--- config.mk ---
export PLATFORM = sky130hd
export DESIGN_NAME = fifo_write_frontend_flat
export DESIGN_NICKNAME = d
export VERILOG_FILES = /design/src/rtl/fifo_write_frontend_pkg.sv /design/src/rtl/fifo_write_frontend_if.sv /design/src/rtl/fifo_write_frontend_skid.sv /design/src/rtl/fifo_write_frontend.sv /design/src/flat_wrapper.sv
export SDC_FILE = /design/constraint.sdc
export NUM_CORES = 1
export LEC_CHECK = 0
export ABC_AREA = 0
export ABC_CLOCK_PERIOD_IN_PS = 5900
export CAP_MARGIN = 30
export CORE_MARGIN = 2
export CORE_UTILIZATION = 30
export DETAILED_ROUTE_END_ITERATION = 10
export HOLD_SLACK_MARGIN = 0.12
export PLACE_DENSITY = 0.55
export RECOVER_POWER = 100
export SLEW_MARGIN = 5
export SYNTH_ARGS = -nofsm -noshare
export SYNTH_HDL_FRONTEND = slang
export SYNTH_SLANG_ARGS = --single-unit
--- constraint.sdc ---
create_clock -name w_Clk -period 5.9 [get_ports w_Clk]
set_input_delay 1.475 -clock w_Clk [delete_from_list [all_inputs] [get_ports w_Clk]]
set_output_delay 1.475 -clock w_Clk [all_outputs]
set_load 0.05 [all_outputs]
--- src/rtl/fifo_write_frontend_pkg.sv ---
// Shared types and helpers for the FIFO write-domain front end.
package fifo_write_frontend_pkg;

  localparam int unsigned GRAY_MAX_W = 32;

  typedef enum logic [1:0] {
    EMPTY = 2'd0,
    ONE   = 2'd1,
    TWO   = 2'd2
  } skid_state_e;

  // Zero-extended Gray codes decode to zero-extended binary, so callers of any width up to GRAY_MAX_W slice the low bits.
  function automatic logic [GRAY_MAX_W-1:0] gray2bin(input logic [GRAY_MAX_W-1:0] gray);
    logic [GRAY_MAX_W-1:0] bin;
    bin[GRAY_MAX_W-1] = gray[GRAY_MAX_W-1];
    for (int i = GRAY_MAX_W - 2; i >= 0; i--) begin
      bin[i] = bin[i+1] ^ gray[i];
    end
    return bin;
  endfunction

endpackage

--- src/rtl/fifo_write_frontend_if.sv ---
// Producer valid/ready stream into the FIFO write front end.
interface fifo_write_frontend_if #(
  parameter int unsigned data_Width = 8
);

  logic                  s_Valid;
  logic [data_Width-1:0] s_Data;
  logic                  s_Ready;

  modport master (
    output s_Valid,
    output s_Data,
    input  s_Ready
  );

  modport slave (
    input  s_Valid,
    input  s_Data,
    output s_Ready
  );

endinterface

--- src/rtl/fifo_write_frontend_skid.sv ---
// Two-entry valid/ready skid buffer; main always holds the oldest beat.
module fifo_skid_buffer
  import fifo_write_frontend_pkg::*;
#(
  parameter int unsigned DATA_W = 8
) (
  input  logic              clk_i,
  input  logic              rst_i,
  input  logic              in_valid_i,
  input  logic [DATA_W-1:0] in_data_i,
  output logic              in_ready_o,
  output logic              out_valid_o,
  output logic [DATA_W-1:0] out_data_o,
  input  logic              out_pop_i
);

  skid_state_e       state_q, state_d;
  logic [DATA_W-1:0] main_q, main_d;
  logic [DATA_W-1:0] skid_q, skid_d;
  logic              ready_q, ready_d;
  logic              accept_s;
  logic              pop_s;

  assign accept_s    = in_valid_i & ready_q;
  assign pop_s       = out_pop_i & (state_q != EMPTY);
  assign in_ready_o  = ready_q;
  assign out_valid_o = (state_q != EMPTY);
  assign out_data_o  = main_q;

  // Occupancy and data-steering next state.
  always_comb begin
    state_d = state_q;
    main_d  = main_q;
    skid_d  = skid_q;
    case (state_q)
      EMPTY: begin
        if (accept_s) begin
          state_d = ONE;
          main_d  = in_data_i;
        end else begin
          state_d = EMPTY;
        end
      end
      ONE: begin
        if (accept_s && pop_s) begin
          state_d = ONE;
          main_d  = in_data_i;
        end else if (accept_s) begin
          state_d = TWO;
          skid_d  = in_data_i;
        end else if (pop_s) begin
          state_d = EMPTY;
        end else begin
          state_d = ONE;
        end
      end
      TWO: begin
        if (pop_s) begin
          state_d = ONE;
          main_d  = skid_q;
        end else begin
          state_d = TWO;
        end
      end
      default: begin
        state_d = EMPTY;
      end
    endcase
    ready_d = (state_d != TWO);
  end

  // State, payload and ready registers.
  always_ff @(posedge clk_i) begin
    if (rst_i) begin
      state_q <= EMPTY;
      main_q  <= {DATA_W{1'b0}};
      skid_q  <= {DATA_W{1'b0}};
      ready_q <= 1'b0;
    end else begin
      state_q <= state_d;
      main_q  <= main_d;
      skid_q  <= skid_d;
      ready_q <= ready_d;
    end
  end

endmodule

--- src/rtl/fifo_write_frontend.sv ---
// Write-domain front end: skid-buffered producer stream, full-gated write strobe,
// and registered fill level / almost-full derived from the Gray pointers.
module fifo_write_frontend
  import fifo_write_frontend_pkg::*;
#(
  parameter int unsigned address_Size   = 3,
  parameter int unsigned data_Width     = 8,
  parameter int unsigned almost_Full_Th = 6
) (
  input  logic                    w_Clk,
  input  logic                    w_Rst,
  fifo_write_frontend_if.slave    s_if,
  output logic                    w_Inc,
  output logic [data_Width-1:0]   w_Data,
  input  logic                    fifo_Full,
  input  logic [address_Size:0]   w_Ptr,
  input  logic [address_Size:0]   wsync_Rptr,
  output logic [address_Size:0]   w_Level,
  output logic                    almost_Full
);

  localparam int unsigned PTR_W = address_Size + 1;
  localparam logic [PTR_W-1:0] ALMOST_TH = PTR_W'(almost_Full_Th);

  logic                  main_valid_s;
  logic [GRAY_MAX_W-1:0] wbin_full_s;
  logic [GRAY_MAX_W-1:0] rbin_full_s;
  logic [PTR_W-1:0]      level_s;
  logic                  almost_s;
  logic                  unused_hi_s;
  logic [PTR_W-1:0]      level_q;
  logic                  almost_q;

  fifo_skid_buffer #(
    .DATA_W (data_Width)
  ) u_skid (
    .clk_i       (w_Clk),
    .rst_i       (w_Rst),
    .in_valid_i  (s_if.s_Valid),
    .in_data_i   (s_if.s_Data),
    .in_ready_o  (s_if.s_Ready),
    .out_valid_o (main_valid_s),
    .out_data_o  (w_Data),
    .out_pop_i   (w_Inc)
  );

  // The strobe doubles as the pop, so a full FIFO simply stalls the head beat.
  assign w_Inc = main_valid_s & ~fifo_Full;

  assign wbin_full_s = gray2bin(GRAY_MAX_W'(w_Ptr));
  assign rbin_full_s = gray2bin(GRAY_MAX_W'(wsync_Rptr));
  assign unused_hi_s = ^{wbin_full_s[GRAY_MAX_W-1:PTR_W], rbin_full_s[GRAY_MAX_W-1:PTR_W]};

  // Modulo-2^PTR_W difference absorbs pointer wrap; a full FIFO reads as 2^address_Size.
  assign level_s  = wbin_full_s[PTR_W-1:0] - rbin_full_s[PTR_W-1:0];
  assign almost_s = (level_s >= ALMOST_TH);

  // Level and almost-full registers.
  always_ff @(posedge w_Clk) begin
    if (w_Rst) begin
      level_q  <= {PTR_W{1'b0}};
      almost_q <= 1'b0;
    end else begin
      level_q  <= level_s;
      almost_q <= almost_s;
    end
  end

  assign w_Level     = level_q;
  assign almost_Full = almost_q;

endmodule

--- src/flat_wrapper.sv ---
// flat-port wrapper written by rule: the top's interface ports become plain ports
module fifo_write_frontend_flat import fifo_write_frontend_pkg::*;
#(
  parameter int unsigned address_Size   = 3,
  parameter int unsigned data_Width     = 8,
  parameter int unsigned almost_Full_Th = 6
)
  (w_Clk, w_Rst, w_Inc, w_Data, fifo_Full, w_Ptr, wsync_Rptr, w_Level, almost_Full, s_if_s_Valid, s_if_s_Data, s_if_s_Ready);
  fifo_write_frontend_if #(.data_Width(data_Width)) s_if_i ();
  input  logic w_Clk;
  input  logic w_Rst;
  output logic w_Inc;
  output logic [data_Width-1:0] w_Data;
  input  logic fifo_Full;
  input  logic [address_Size:0] w_Ptr;
  input  logic [address_Size:0] wsync_Rptr;
  output logic [address_Size:0] w_Level;
  output logic almost_Full;
  input wire logic [$bits(s_if_i.s_Valid)-1:0] s_if_s_Valid;
  input wire logic [$bits(s_if_i.s_Data)-1:0] s_if_s_Data;
  output wire logic [$bits(s_if_i.s_Ready)-1:0] s_if_s_Ready;
  assign s_if_i.s_Valid = s_if_s_Valid;
  assign s_if_i.s_Data = s_if_s_Data;
  assign s_if_s_Ready = s_if_i.s_Ready;
  fifo_write_frontend #(.address_Size(address_Size), .data_Width(data_Width), .almost_Full_Th(almost_Full_Th)) u_core (.w_Clk(w_Clk), .w_Rst(w_Rst), .s_if(s_if_i), .w_Inc(w_Inc), .w_Data(w_Data), .fifo_Full(fifo_Full), .w_Ptr(w_Ptr), .wsync_Rptr(wsync_Rptr), .w_Level(w_Level), .almost_Full(almost_Full));
endmodule
==> run_results.csv <==
group,metric,value,unit
clock_network,clk_latency,0.26,ns
place,gp_congestion,0.7384,
sta,slew_headroom,0.5731,
layout,drive_gt1_frac,0.06452,
critical_path,reg2regPathDepth,7,
floorplan,dieArea,4539,sq um
layout,fin_util,0.4053,
min_path,hp-class,"flip-flop to flip-flop",
global_routing,track_usage,0.1297,
power,power.leakage,0.6903,nW
synth,synth_top_area_cell,"dfxtp_1",
clock_network,clkSlewWorstSetupHoldPaths,0.08,ns
global_routing,grt_pass1_vias,949,
detailed_routing,via_per_inst,4.707,
power,total_power,0.4478,mW
clock_network,cts.sinks,24,
critical_path,critPathCaptureType,"output pin",
run,drv_cap,0,
critical_path,worstPathMaxFanout,4,
global_routing,overflow,0,
run_status,outcome,"finished clean",
critical_path,worstPathRequired,4.43,ns
detailed_routing,vias,965,
sta,tightestPinTransition,0.6390,ns
layout,diodes,0,
critical_path,slowest_stage,"dlygate4sd3_1",
synth,yosysWarningCount,0,
floorplan,core,3943,sq um
clock_network,cts_tree,"built",
power,power.density,280.3,nW/um^2
clock_network,root_buffer,"clkbuf_8",
clock_network,clk_path_buf_depth,2,
synth,synth_edf_count,0,
place,numPortBuffers,34,
sta,worst_clock_skew,0.001003,ns
floorplan,rows,23,
detailed_routing,route.detailed.drc,0,
synth,synth_common_cells,"dfxtp_1 (24), nand2_1 (18), nor2_1 (14)",
layout,fin_nets,182,
global_routing,grt_max_degree,20,
sta,drv_slew,0,
sta,rsz0062_at_grt,"false",
synth,ys.flop_type,"dfxtp_1",
sta,setup_ws,1.133,ns
synth,synth_cells,125,
detailed_routing,drtAntennaViolNets,0,
sta,hold_ws,0.4935,ns
clock_network,post_cts_buffers,0,
sta,hold_viol,0,
sta,setup_violations,0,
place,dp_slack,1.332,ns
synth,syn_area,1205,sq um
critical_path,crit_chain,"dlygate4sd3_1, or2_0, inv_1, dlygate4sd3_1",
critical_path,cp_common_cell,"dlygate4sd3_1",
global_routing,grt_pass1_wl,4498,um
critical_path,start_kind,"input port",
layout,area_growth,32.61,%
clock_network,numCtsBuffers,3,
floorplan,die_h,67.38,um
clock_network,cts_hold_buf,0,
min_path,hold_path_depth,2,
clock_network,post_cts_resized,0,
synth,ys_ff_latch,24,
synth,yosysSeqAreaShare,0.3988,
clock_network,cts_max_level,1,
detailed_routing,detail_route.wl_per_cell,12.65,um
detailed_routing,drt-total-wl,2593,um
place,dpl.hpwl,2017,um
critical_path,cp_data_arrival_time,3.29,ns
synth,netlist_top_cells_area,"dfxtp_1 (40%), a311oi_2 (10%), mux2i_1 (6.6%)",
sta,period_minus_slack,4.767,ns
floorplan,pin_count,35,
synth,synth_top_area_frac,0.3988,
floorplan,die_x,67.38,um
synth,synth_nets,151,
critical_path,max_stage_delay,0.87,ns
floorplan,initial_core_util,0.3056,
global_routing,antenna_found_initial,0,
detailed_routing,dr.first_iter.drc_count,24,
synth,synthArstFlopShare,0,
power,ir_drop,0.08903,mV
synth,synth_cell_types,30,
sta,tns,0,ns
synth,yosysMostFrequentCell,"dfxtp_1",
critical_path,critical_path_class,"input port to output pin",
detailed_routing,first_pass_iters,4,
sta,fmax,209.8,MHz
sta,period_share,0.8080,
synth,syn_area_per_cell,9.639,sq um
-- path summary, 6_finish.rpt --
path / start / end / slack (ns)
worst max-delay path: fifo_Full / w_Inc / 1.13
worst min-delay path: u_core.u_skid.skid_q[6] / u_core.u_skid.out_data_o[6] / 0.49
worst max register to register: u_core.u_skid.state_q[0] / u_core.u_skid.out_data_o[4] / 3.72
worst min register to register: u_core.u_skid.skid_q[6] / u_core.u_skid.out_data_o[6] / 0.49
-- sequential cells by signal (all words and copies together) (netlist names) --
name,count
u_core.u_skid.out_data_o,8
u_core.u_skid.skid_q,8
u_core.w_Level,4
u_core.u_skid.state_q,2
u_core.almost_Full,1
u_core.u_skid.in_ready_o,1
-- routing by layer --
metal,GRT usage,routed length (um)
met1,0.1860,1333
met2,0.1931,1067
met4,0.05357,42
met5,0,0
met3,0.02000,149
-- cells by family (layout without fill, tap and decap cells) --
family | Yosys count | after routing | share of synthesized area
AND/OR/NAND/NOR | 51 | 51 | 0.2129
adder cells (fa/ha/maj) | 6 | 6 | 0.06854
AO/OA/AOI/OAI | 14 | 14 | 0.1360
flip-flops | 24 | 24 | 0.3988
buffers and inverters | 14 | 44 | 0.05917
XOR/XNOR | 8 | 8 | 0.05815
multiplexers | 8 | 8 | 0.06646
-- stage by stage --
step	std cells	instance area [sq um]
5_1_grt	205	1598
3_5_place_dp	201	1574
4_1_cts	205	1629
6_report	205	1598
2_1_floorplan	125	1205
3_3_place_gp	200	1559
-- where the power goes --
group | switching [mW] | internal, mW
registers | 0.00623 | 0.178
logic | 0.0955 | 0.0573
clock network | 0.0511 | 0.0595
-- cell usage in the layout (no fill, tap or decap), drive strengths merged, types with 2 or more instances in the layout --
cell type      Yosys  final
dfxtp             24     24
nand2             18     18
dlygate4sd3        0     17
clkdlybuf4s50      0     17
nor2              14     14
a311oi             9      9
nor4               8      8
mux2i              8      8
xnor2              5      5
ha                 5      5
inv                4      4
clkbuf             4      4
xor2               3      3
nand3b             2      2
a21oi              2      2
buf                6      2
-- critical path, delay by kind of cell --
kind                   cells  cell delay (ns)
buffers and inverters      3             1.54
and+or+nand+nor            1             0.27
-- layout make-up --
cell class | instances | area [sq um]
Clock buffer | 4 | 55.05
Fill cell | 390 | 2345
Inverter | 4 | 15.01
Multi-Input combinational cell | 87 | 621.8
Sequential cell | 24 | 480.5
Tap cell | 50 | 62.56
Timing Repair Buffer | 36 | 362.8
Note: power is estimated with default switching activity, not from simulation.
